[config.mk]
export PLATFORM = sky130hd
export DESIGN_NAME = connect_mc_rr
export DESIGN_NICKNAME = d
export VERILOG_FILES = /design/src/rtl/connect_mc_rr_pkg.sv /design/src/rtl/connect_mc_tag_fifo.sv /design/src/rtl/connect_mc_rr.sv
export SDC_FILE = /design/constraint.sdc
export NUM_CORES = 1
export LEC_CHECK = 0
export CORE_AREA = 2 2 158 160
export CTS_CLUSTER_DIAMETER = 50
export DETAILED_ROUTE_END_ITERATION = 6
export DIE_AREA = 0 0 160 162
export SLEW_MARGIN = 20
export SYNTH_ARGS = -nofsm -noshare
export SYNTH_HDL_FRONTEND = slang
export SYNTH_HIERARCHICAL = 1
export SYNTH_SLANG_ARGS = --single-unit
[constraint.sdc]
create_clock -name CLK -period 5.1 [get_ports CLK]
set_clock_uncertainty 0.2 [all_clocks]
set_input_delay 1.02 -clock CLK [delete_from_list [all_inputs] [get_ports CLK]]
set_output_delay 1.02 -clock CLK [all_outputs]
set_load 0.02 [all_outputs]
[src/rtl/connect_mc_rr_pkg.sv]
// Shared constants and helpers for the multi-client memory-channel interconnect.
package connect_mc_rr_pkg;

  // Arbitration mode selectors
  localparam int ARB_FIXED = 0;
  localparam int ARB_RR    = 1;

  // Width of an index able to address n entries (never narrower than 1 bit)
  function automatic int idx_width(input int n);
    return (n <= 1) ? 1 : $clog2(n);
  endfunction

endpackage

[src/rtl/connect_mc_tag_fifo.sv]
// Synchronous tag FIFO: records which slave port issued each in-flight request.
module connect_mc_tag_fifo
  import connect_mc_rr_pkg::*;
#(
  parameter int WIDTH = 2,
  parameter int DEPTH = 4
) (
  input  logic             CLK,
  input  logic             RST,
  input  logic             i_push,
  input  logic [WIDTH-1:0] i_din,
  input  logic             i_pop,
  output logic [WIDTH-1:0] o_head,
  output logic             o_full,
  output logic             o_empty
);

  localparam int PW = idx_width(DEPTH);
  localparam int CW = $clog2(DEPTH) + 1;

  logic [WIDTH-1:0] r_mem [DEPTH];
  logic [PW-1:0]    r_wr_ptr;
  logic [PW-1:0]    r_rd_ptr;
  logic [CW-1:0]    r_count;
  logic             w_push;
  logic             w_pop;

  assign o_full  = (r_count == CW'(DEPTH));
  assign o_empty = (r_count == '0);
  assign w_push  = i_push && !o_full;
  assign w_pop   = i_pop && !o_empty;
  assign o_head  = r_mem[r_rd_ptr];

  function automatic logic [PW-1:0] next_ptr(input logic [PW-1:0] p);
    return (p == PW'(DEPTH - 1)) ? '0 : p + 1'b1;
  endfunction

  // Pointer and occupancy bookkeeping; simultaneous push and pop keep the count
  always_ff @(posedge CLK) begin
    // NOTE: non-blocking assignments so every register samples pre-edge values.
    if (RST) begin
      r_wr_ptr <= '0;
      r_rd_ptr <= '0;
      r_count  <= '0;
    end else begin
      if (w_push) r_wr_ptr <= next_ptr(r_wr_ptr);
      if (w_pop)  r_rd_ptr <= next_ptr(r_rd_ptr);
      if (w_push && !w_pop)      r_count <= r_count + 1'b1;
      else if (w_pop && !w_push) r_count <= r_count - 1'b1;
    end
  end

  // Tag storage
  always_ff @(posedge CLK) begin
    // NOTE: storage is not reset; entries are only read after being written.
    if (w_push) r_mem[r_wr_ptr] <= i_din;
  end

endmodule

[src/rtl/connect_mc_rr.sv]
// Merges CONNECT_NUM slave request channels onto one master channel with
// fixed-priority or round-robin arbitration and in-order response routing.
module connect_mc_rr
  import connect_mc_rr_pkg::*;
#(
  parameter int ADDR_WIDTH  = 32,
  parameter int DATA_WIDTH  = 32,
  parameter int CONNECT_NUM = 3,
  parameter int OUTSTANDING = 4,
  parameter int ARB_MODE    = ARB_FIXED
) (
  input  logic                              CLK,
  input  logic                              RST,
  input  logic [CONNECT_NUM-1:0]            SLAVE_RECEIVE_ADDR_VALID,
  input  logic [ADDR_WIDTH*CONNECT_NUM-1:0] SLAVE_RECEIVE_ADDR,
  input  logic [CONNECT_NUM-1:0]            SLAVE_RECEIVE_DATA_VALID,
  input  logic [DATA_WIDTH*CONNECT_NUM-1:0] SLAVE_RECEIVE_DATA,
  output logic [CONNECT_NUM-1:0]            SLAVE_RECEIVE_READY,
  output logic [CONNECT_NUM-1:0]            SLAVE_SEND_VALID,
  output logic [DATA_WIDTH*CONNECT_NUM-1:0] SLAVE_SEND_DATA,
  input  logic [CONNECT_NUM-1:0]            SLAVE_SEND_READY,
  output logic                              MASTER_SEND_ADDR_VALID,
  output logic [ADDR_WIDTH-1:0]             MASTER_SEND_ADDR,
  output logic                              MASTER_SEND_DATA_VALID,
  output logic [DATA_WIDTH-1:0]             MASTER_SEND_DATA,
  input  logic                              MASTER_SEND_READY,
  input  logic                              MASTER_RECEIVE_VALID,
  input  logic [DATA_WIDTH-1:0]             MASTER_RECEIVE_DATA,
  output logic                              MASTER_RECEIVE_READY
);

  localparam int TW = idx_width(CONNECT_NUM);

  // Request register
  logic                  r_req_full;
  logic [ADDR_WIDTH-1:0] r_req_addr;
  logic [DATA_WIDTH-1:0] r_req_data;
  logic                  r_req_wr;
  logic [TW-1:0]         r_last_grant;
  // Response register
  logic                  r_rsp_full;
  logic [DATA_WIDTH-1:0] r_rsp_data;
  logic [TW-1:0]         r_rsp_port;

  logic [TW-1:0]         w_winner;
  logic                  w_any_valid;
  logic                  w_can_accept;
  logic                  w_req_fire;
  logic [ADDR_WIDTH-1:0] w_sel_addr;
  logic [DATA_WIDTH-1:0] w_sel_data;
  logic                  w_sel_wr;
  logic                  w_rsp_slave_ready;
  logic                  w_rsp_fire;
  logic [TW-1:0]         w_tag_head;
  logic                  w_tag_full;
  logic                  w_tag_empty;

  // Arbiter: highest valid index, or first valid after the last grant
  always_comb begin : p_arb
    int v_idx;
    // NOTE: defaults first so no path through this block leaves a latch.
    w_winner    = '0;
    w_any_valid = 1'b0;
    v_idx       = 0;
    if (ARB_MODE == ARB_RR) begin
      for (int k = 1; k <= CONNECT_NUM; k++) begin
        v_idx = (int'(r_last_grant) + k) % CONNECT_NUM;
        if (!w_any_valid && SLAVE_RECEIVE_ADDR_VALID[v_idx]) begin
          w_winner    = TW'(v_idx);
          w_any_valid = 1'b1;
        end
      end
    end else begin
      for (int i = 0; i < CONNECT_NUM; i++) begin
        if (SLAVE_RECEIVE_ADDR_VALID[i]) begin
          w_winner    = TW'(i);
          w_any_valid = 1'b1;
        end
      end
    end
  end

  // The output register may be refilled as it drains; tag space is mandatory
  assign w_can_accept = (!r_req_full || MASTER_SEND_READY) && !w_tag_full;
  assign w_req_fire   = !RST && w_any_valid && w_can_accept;

  // One-hot grant and selection of the winning port's request fields
  always_comb begin
    SLAVE_RECEIVE_READY = '0;
    w_sel_addr          = '0;
    w_sel_data          = '0;
    w_sel_wr            = 1'b0;
    for (int i = 0; i < CONNECT_NUM; i++) begin
      if (TW'(i) == w_winner) begin
        SLAVE_RECEIVE_READY[i] = w_req_fire;
        w_sel_addr = SLAVE_RECEIVE_ADDR[i*ADDR_WIDTH +: ADDR_WIDTH];
        w_sel_data = SLAVE_RECEIVE_DATA[i*DATA_WIDTH +: DATA_WIDTH];
        w_sel_wr   = SLAVE_RECEIVE_DATA_VALID[i];
      end
    end
  end

  // Request register: load on grant, hold until the master accepts
  always_ff @(posedge CLK) begin
    if (RST) begin
      r_req_full <= 1'b0;
      r_req_addr <= '0;
      r_req_data <= '0;
      r_req_wr   <= 1'b0;
    end else if (w_req_fire) begin
      r_req_full <= 1'b1;
      r_req_addr <= w_sel_addr;
      r_req_data <= w_sel_data;
      r_req_wr   <= w_sel_wr;
    end else if (MASTER_SEND_READY) begin
      r_req_full <= 1'b0;
    end
  end

  // Round-robin pointer moves only on an accepted request
  always_ff @(posedge CLK) begin
    if (RST)             r_last_grant <= TW'(CONNECT_NUM - 1);
    else if (w_req_fire) r_last_grant <= w_winner;
  end

  assign MASTER_SEND_ADDR_VALID = r_req_full;
  assign MASTER_SEND_ADDR       = r_req_addr;
  assign MASTER_SEND_DATA_VALID = r_req_full && r_req_wr;
  assign MASTER_SEND_DATA       = r_req_data;

  connect_mc_tag_fifo #(
    .WIDTH (TW),
    .DEPTH (OUTSTANDING)
  ) u_tag_fifo (
    .CLK     (CLK),
    .RST     (RST),
    .i_push  (w_req_fire),
    .i_din   (w_winner),
    .i_pop   (w_rsp_fire),
    .o_head  (w_tag_head),
    .o_full  (w_tag_full),
    .o_empty (w_tag_empty)
  );

  // Route the response register to its target port
  always_comb begin
    w_rsp_slave_ready = 1'b0;
    SLAVE_SEND_VALID  = '0;
    for (int i = 0; i < CONNECT_NUM; i++) begin
      if (TW'(i) == r_rsp_port) begin
        w_rsp_slave_ready   = SLAVE_SEND_READY[i];
        SLAVE_SEND_VALID[i] = r_rsp_full;
      end
    end
  end

  assign MASTER_RECEIVE_READY = !RST && !w_tag_empty && (!r_rsp_full || w_rsp_slave_ready);
  assign w_rsp_fire           = MASTER_RECEIVE_VALID && MASTER_RECEIVE_READY;
  assign SLAVE_SEND_DATA      = {CONNECT_NUM{r_rsp_data}};

  // Response register: load with the popped tag, hold until the slave accepts
  always_ff @(posedge CLK) begin
    if (RST) begin
      r_rsp_full <= 1'b0;
      r_rsp_data <= '0;
      r_rsp_port <= '0;
    end else if (w_rsp_fire) begin
      r_rsp_full <= 1'b1;
      r_rsp_data <= MASTER_RECEIVE_DATA;
      r_rsp_port <= w_tag_head;
    end else if (w_rsp_slave_ready) begin
      r_rsp_full <= 1'b0;
    end
  end

endmodule

# Word level (Yosys, flattened, before mapping)
# Memories as Yosys holds them, arrays and structs flattened. A register that Yosys moved wholly into a read port is not among the register bits.
# Cells that the tools add are included.
# word_totals
reg_bits,106
mem_bits_rw,8
inputBits,237
out_inout_bits,169
mem_count,1
# memory_table
memory,depth,width,rd,rd_ports_with_merged_regs,write_ports,line_no,source
u_tag_fifo.r_mem,4,2,1,1,1,connect_mc_tag_fifo.sv:21,logic [WIDTH-1:0] r_mem [DEPTH];
# classes
add_sub_neg,4
n_eq_ne,7
muxes,33
n_reduce_logical,26
# ops
cell,count
two-way mux 32 bit,6
two-way mux 1 bit,22
logical AND 1 bit,11
zero test 1 bit,7
two-way mux 2 bit,3
two-way mux 3 bit,2
nonzero test 2 bit,3
"adder 2 x 1 -> 2 bit, second input constant",2
"equality test 1 x 2 -> 1 bit, first input constant",2
"equality test 2 bit, first input constant",2
"equality test 2 bit, second input constant",2
zero test 2 bit,2
"adder 3 x 1 -> 3 bit, second input constant",1
"equality test 3 bit, second input constant",1
zero test 3 bit,1
"subtractor 3 x 1 -> 3 bit, second input constant",1
logical OR 1 bit,2

# Longest topological paths before layout
# depth
depth_word,11
depth_mapped,15
ltp_nobuf,13

# Cells and area by module
# Netlist, hierarchy kept.
# by_module_without_submodules
mod,n_inst,cells_each,area_per_inst_um2,seq_area_each_um2
connect_mc_rr,1,747,5504.0,2021.9
connect_mc_tag_fifo,1,60,788.3,420.4

# Least setup slack after synthesis
# OpenSTA, ideal clock, no wires.
# synth_path
kind,input to output
start,input SLAVE_RECEIVE_ADDR_VALID[1]
end,output SLAVE_RECEIVE_READY[1]
t_arrival_ps,2619
slack_ps,1261
stages,5
n_path_buf,3
path_cell_list,buf_2 -> buf_2 -> buf_2 -> nor2b_1 -> nor4b_1
# synth_lines
item,line_no,source
from (decl),connect_mc_rr.sv:14,"input logic [CONNECT_NUM-1:0] SLAVE_RECEIVE_ADDR_VALID,"
two-way mux 1 bit,connect_mc_rr.sv:75,if (SLAVE_RECEIVE_ADDR_VALID[i]) begin
two-way mux 2 bit,connect_mc_rr.sv:75,
net w_winner[0],connect_mc_rr.sv:45,logic [TW-1:0] w_winner;
equality test 1 x 2 -> 1 bit,connect_mc_rr.sv:94,if (TW'(i) == w_winner) begin
two-way mux 1 bit,connect_mc_rr.sv:94,
to (decl),connect_mc_rr.sv:18,"output logic [CONNECT_NUM-1:0] SLAVE_RECEIVE_READY,"
# The timed path passes the listed nets, and every way through them passes these cells.

# Worst setup path after layout
# layout_path
start,input MASTER_SEND_READY
end,output SLAVE_RECEIVE_READY[0]
# layout_between
elab_chain_len,4
# layout_lines
item,line_no,source
from (decl),connect_mc_rr.sv:26,"input logic MASTER_SEND_READY,"
logical OR 1 bit,connect_mc_rr.sv:84,assign w_can_accept = (!r_req_full || MASTER_SEND_READY) && !w_tag_full;
logical AND 1 bit,connect_mc_rr.sv:84,
logical AND 1 bit,connect_mc_rr.sv:85,assign w_req_fire = !RST && w_any_valid && w_can_accept;
two-way mux 1 bit,connect_mc_rr.sv:94,
# Every way passes these cells.

==> impl_metrics.env <==
export IMPL_grt_use_met2_pct=29.9
export IMPL_ctsHoldBuffers=0
export IMPL_clockBufferDepth=2
export IMPL_use_met3_pct=6.36
export IMPL_ys_types=37
export IMPL_insertedDiodeCount=0
export IMPL_drt_total_wl_microns=23100
export IMPL_synth_warnings=6
export IMPL_yosysTopAreaCellShare_pct=35.0
export IMPL_first_global_vias=6182
export IMPL_drt_initial_drc_count=270
export IMPL_p_total_mw=3.46
export IMPL_slew_headroom_pct=38.6
export IMPL_yosysMostFrequentCell="nand2_1"
export IMPL_worstSetupEndpointType="primary output"
export IMPL_post_cts_buffers=0
export IMPL_ys_seq_elements=118
export IMPL_dp_slack_ns=0.814
export IMPL_min_period_ns=4.28
export IMPL_criticalPathCategory="input pin to primary output"
export IMPL_arrival_ns=3.06
export IMPL_htreeDepth=4
export IMPL_hp_class="flip-flop to flip-flop"
export IMPL_fin_ws_ns=0.823
export IMPL_synth_area_leaders="dfxtp_1 35%, nand2_1 12%, mux2i_1 11%"
export IMPL_seqCellArea_sq_um=2440
export IMPL_syn_to_final_growth_pct=68.2
export IMPL_synthFlopType="dfxtp_1"
export IMPL_finalSetupTns_ns=0
export IMPL_grt_pass1_wl_microns=34800
export IMPL_avgRoutedWirePerCell_microns=16.0
export IMPL_grt_usage_pct=17.2
export IMPL_busiest_layer="met2"
export IMPL_nets=1356
export IMPL_clk_latency_ns=0.41
export IMPL_ios=406
export IMPL_synth_commonest_cells="199 x nand2_1, 110 x dfxtp_1, 101 x a21oi_1"
export IMPL_viasPerCell=4.48
export IMPL_power_per_cell_area_nw_per_um2=327
export IMPL_cts_root_buf="clkbuf_16"
export IMPL_io_buffers=405
export IMPL_synth_cells=807
export IMPL_fp_dieH_microns=162
export IMPL_post_route_period_util_pct=83.9
export IMPL_grt_max_degree=88
export IMPL_worst_pin_slew_ns=0.922
export IMPL_clk_pin_slew_worst_paths_ns=0.05
export IMPL_status="finished, final reports clean"
export IMPL_syn_area_sq_um=6290
export IMPL_layout_drive_gt1_share_pct=4.80
export IMPL_max_freq_mhz=234
export IMPL_crit_path_start_kind="input pin"
export IMPL_gp_congestion=0.799
export IMPL_dr_pass1_iters=4
export IMPL_crit_required_ns=3.88
export IMPL_cts_made_buffers=17
export IMPL_report_final_slew_viol_count=0
export IMPL_rows=57
export IMPL_die_area_sq_um=25900
export IMPL_synth_edf_count=8
export IMPL_fillCellCount=2480
export IMPL_synth_area_leader_cell="dfxtp_1"
export IMPL_core_sq_um=24100
export IMPL_antenna_found_initial=0
export IMPL_cts_repair_resized=0
export IMPL_multi_input_area_sq_um=3000
export IMPL_p_leak_nw=3.97
export IMPL_num_vias=6487
export IMPL_fin_util_pct=43.9
export IMPL_finalHoldViolCount=0
export IMPL_use_met1_pct=19.6
export IMPL_initial_core_util_pct=26.1
export IMPL_ys_seq_area_share_pct=38.8
export IMPL_rsz0062_at_grt="no"
export IMPL_postRouteAntennaNets=0
export IMPL_die_w_microns=160
export IMPL_cts_tree="yes"
export IMPL_crit_fanout=4
export IMPL_synthesis_nets=1051
export IMPL_clock_sinks=118
export IMPL_postSynthAreaPerCell_sq_um=7.80
export IMPL_post_dp_hpwl_microns=17100
export IMPL_drc=0
export IMPL_drv_cap=0
export IMPL_vdd_drop_max_mv=0.143
export IMPL_async_reset_ff_share_pct=0
export IMPL_grt_overflow=0
export IMPL_setup_viol=0
-- through the flow --
| step | instance area, sq um | std cells | hold slack, ns |
|---|---|---|---|
| 2_1_floorplan | 6290 | 807 | 0.232 |
| 3_3_place_gp | 10000 | 1417 | 0.240 |
| 5_1_grt | 10600 | 1448 | 0.270 |
| 4_1_cts | 10600 | 1448 | 0.253 |
| 6_report | 10600 | 1448 | 0.251 |
| 3_5_place_dp | 10000 | 1417 | 0.245 |
-- cells in the final DEF, fill, tap and decap left out, drive strengths merged --
cell           netlist  layout
nor3                 4       4
or4                  1       1
clkinvlp             0       2
nand3               36      36
nor4b                2       2
xor2                 2       2
dfxtp              110     110
nand2              199     199
nand2b               2       2
mux4                 2       2
or3                  2       2
o31ai                3       3
o21ai              100     100
mux2                 1       1
fa                   1       1
buf                 91      13
and2                 1       1
clkdlybuf4s50        0     402
or3b                 1       1
o221ai               1       1
inv                  7      12
ha                   6       6
and3                 4       4
mux2i               68      68
bufinv               1       2
a21oi              101     101
nor2                10      10
nor2b                3       3
clkbuf              38      21
clkinv               2       4
edfxtp               8       8
-- kinds of logic after synthesis --
logic type,count (synthesis),share of synthesized area [%]
and+or+nand+nor,265,17.4
AOI/OAI and AO/OA,205,16.7
buffers and inverters,139,13.5
DFF,118,38.8
muxes,71,11.7
adders and majority gates,7,1.51
xor gates and xnor gates,2,0.278
-- final timing paths --
check / from / endpoint / slack, ns / depth (start not counted)
worst min register to register: MASTER_SEND_ADDR[21] / MASTER_SEND_ADDR[21] / 0.25 / 2
worst max register to register: u_tag_fifo/r_count[0] / u_tag_fifo/r_count[2] / 1.57 / 12
worst max-delay path: MASTER_SEND_READY / SLAVE_RECEIVE_READY[0] / 0.82 / 5
worst min-delay path: MASTER_SEND_ADDR[21] / MASTER_SEND_ADDR[21] / 0.25 / 2
-- sequential cells by signal, indices dropped and copies added (netlist names), 2 cells and up, named ones only --
| name | flops |
|---|---|
| MASTER_SEND_ADDR | 32 |
| MASTER_SEND_DATA | 32 |
| u_tag_fifo/r_wr_ptr | 2 |
| r_rsp_port | 2 |
| u_tag_fifo/r_rd_ptr | 2 |
| r_rsp_data | 32 |
| u_tag_fifo/r_count | 3 |
| u_tag_fifo/r_mem | 8 |
-- critical path, cell delays in order --
cell and delay, ns:
clkdlybuf4s50_1 0.46, nor2b_1 0.07, or4_2 0.69, nor3_1 0.16, clkdlybuf4s50_1 0.65
-- final cells by class --
| cell class | instances | area share (%) |
|---|---|---|
| clock buffers | 21 | 4.35 |
| clock inverters | 10 | 0.898 |
| inverters | 10 | 0.579 |
| multi-input cells | 550 | 28.3 |
| flip-flops and latches | 118 | 23.1 |
| well taps | 324 | 3.83 |
| repair buffers | 415 | 38.9 |
-- power breakdown --
part / internal, mW / total [mW] / switching, mW
Sequential: 1.05 / 1.14 / 0.0927
Clock: 0.696 / 1.14 / 0.441
Combinational: 0.569 / 1.19 / 0.619
Total: 2.31 / 3.46 / 1.15
-- routing by layer --
layer | part of all wire [%] | vias to the layer above | routed length (microns)
met5 | 0 | - | 0
met3 | 8.9 | 14 | 2060
met4 | 1.7 | 0 | 393
li1 | - | 3268 | -
met2 | 49 | 285 | 11400
met1 | 40 | 2920 | 9320
No activity file was read; power rests on OpenSTA's default activity.
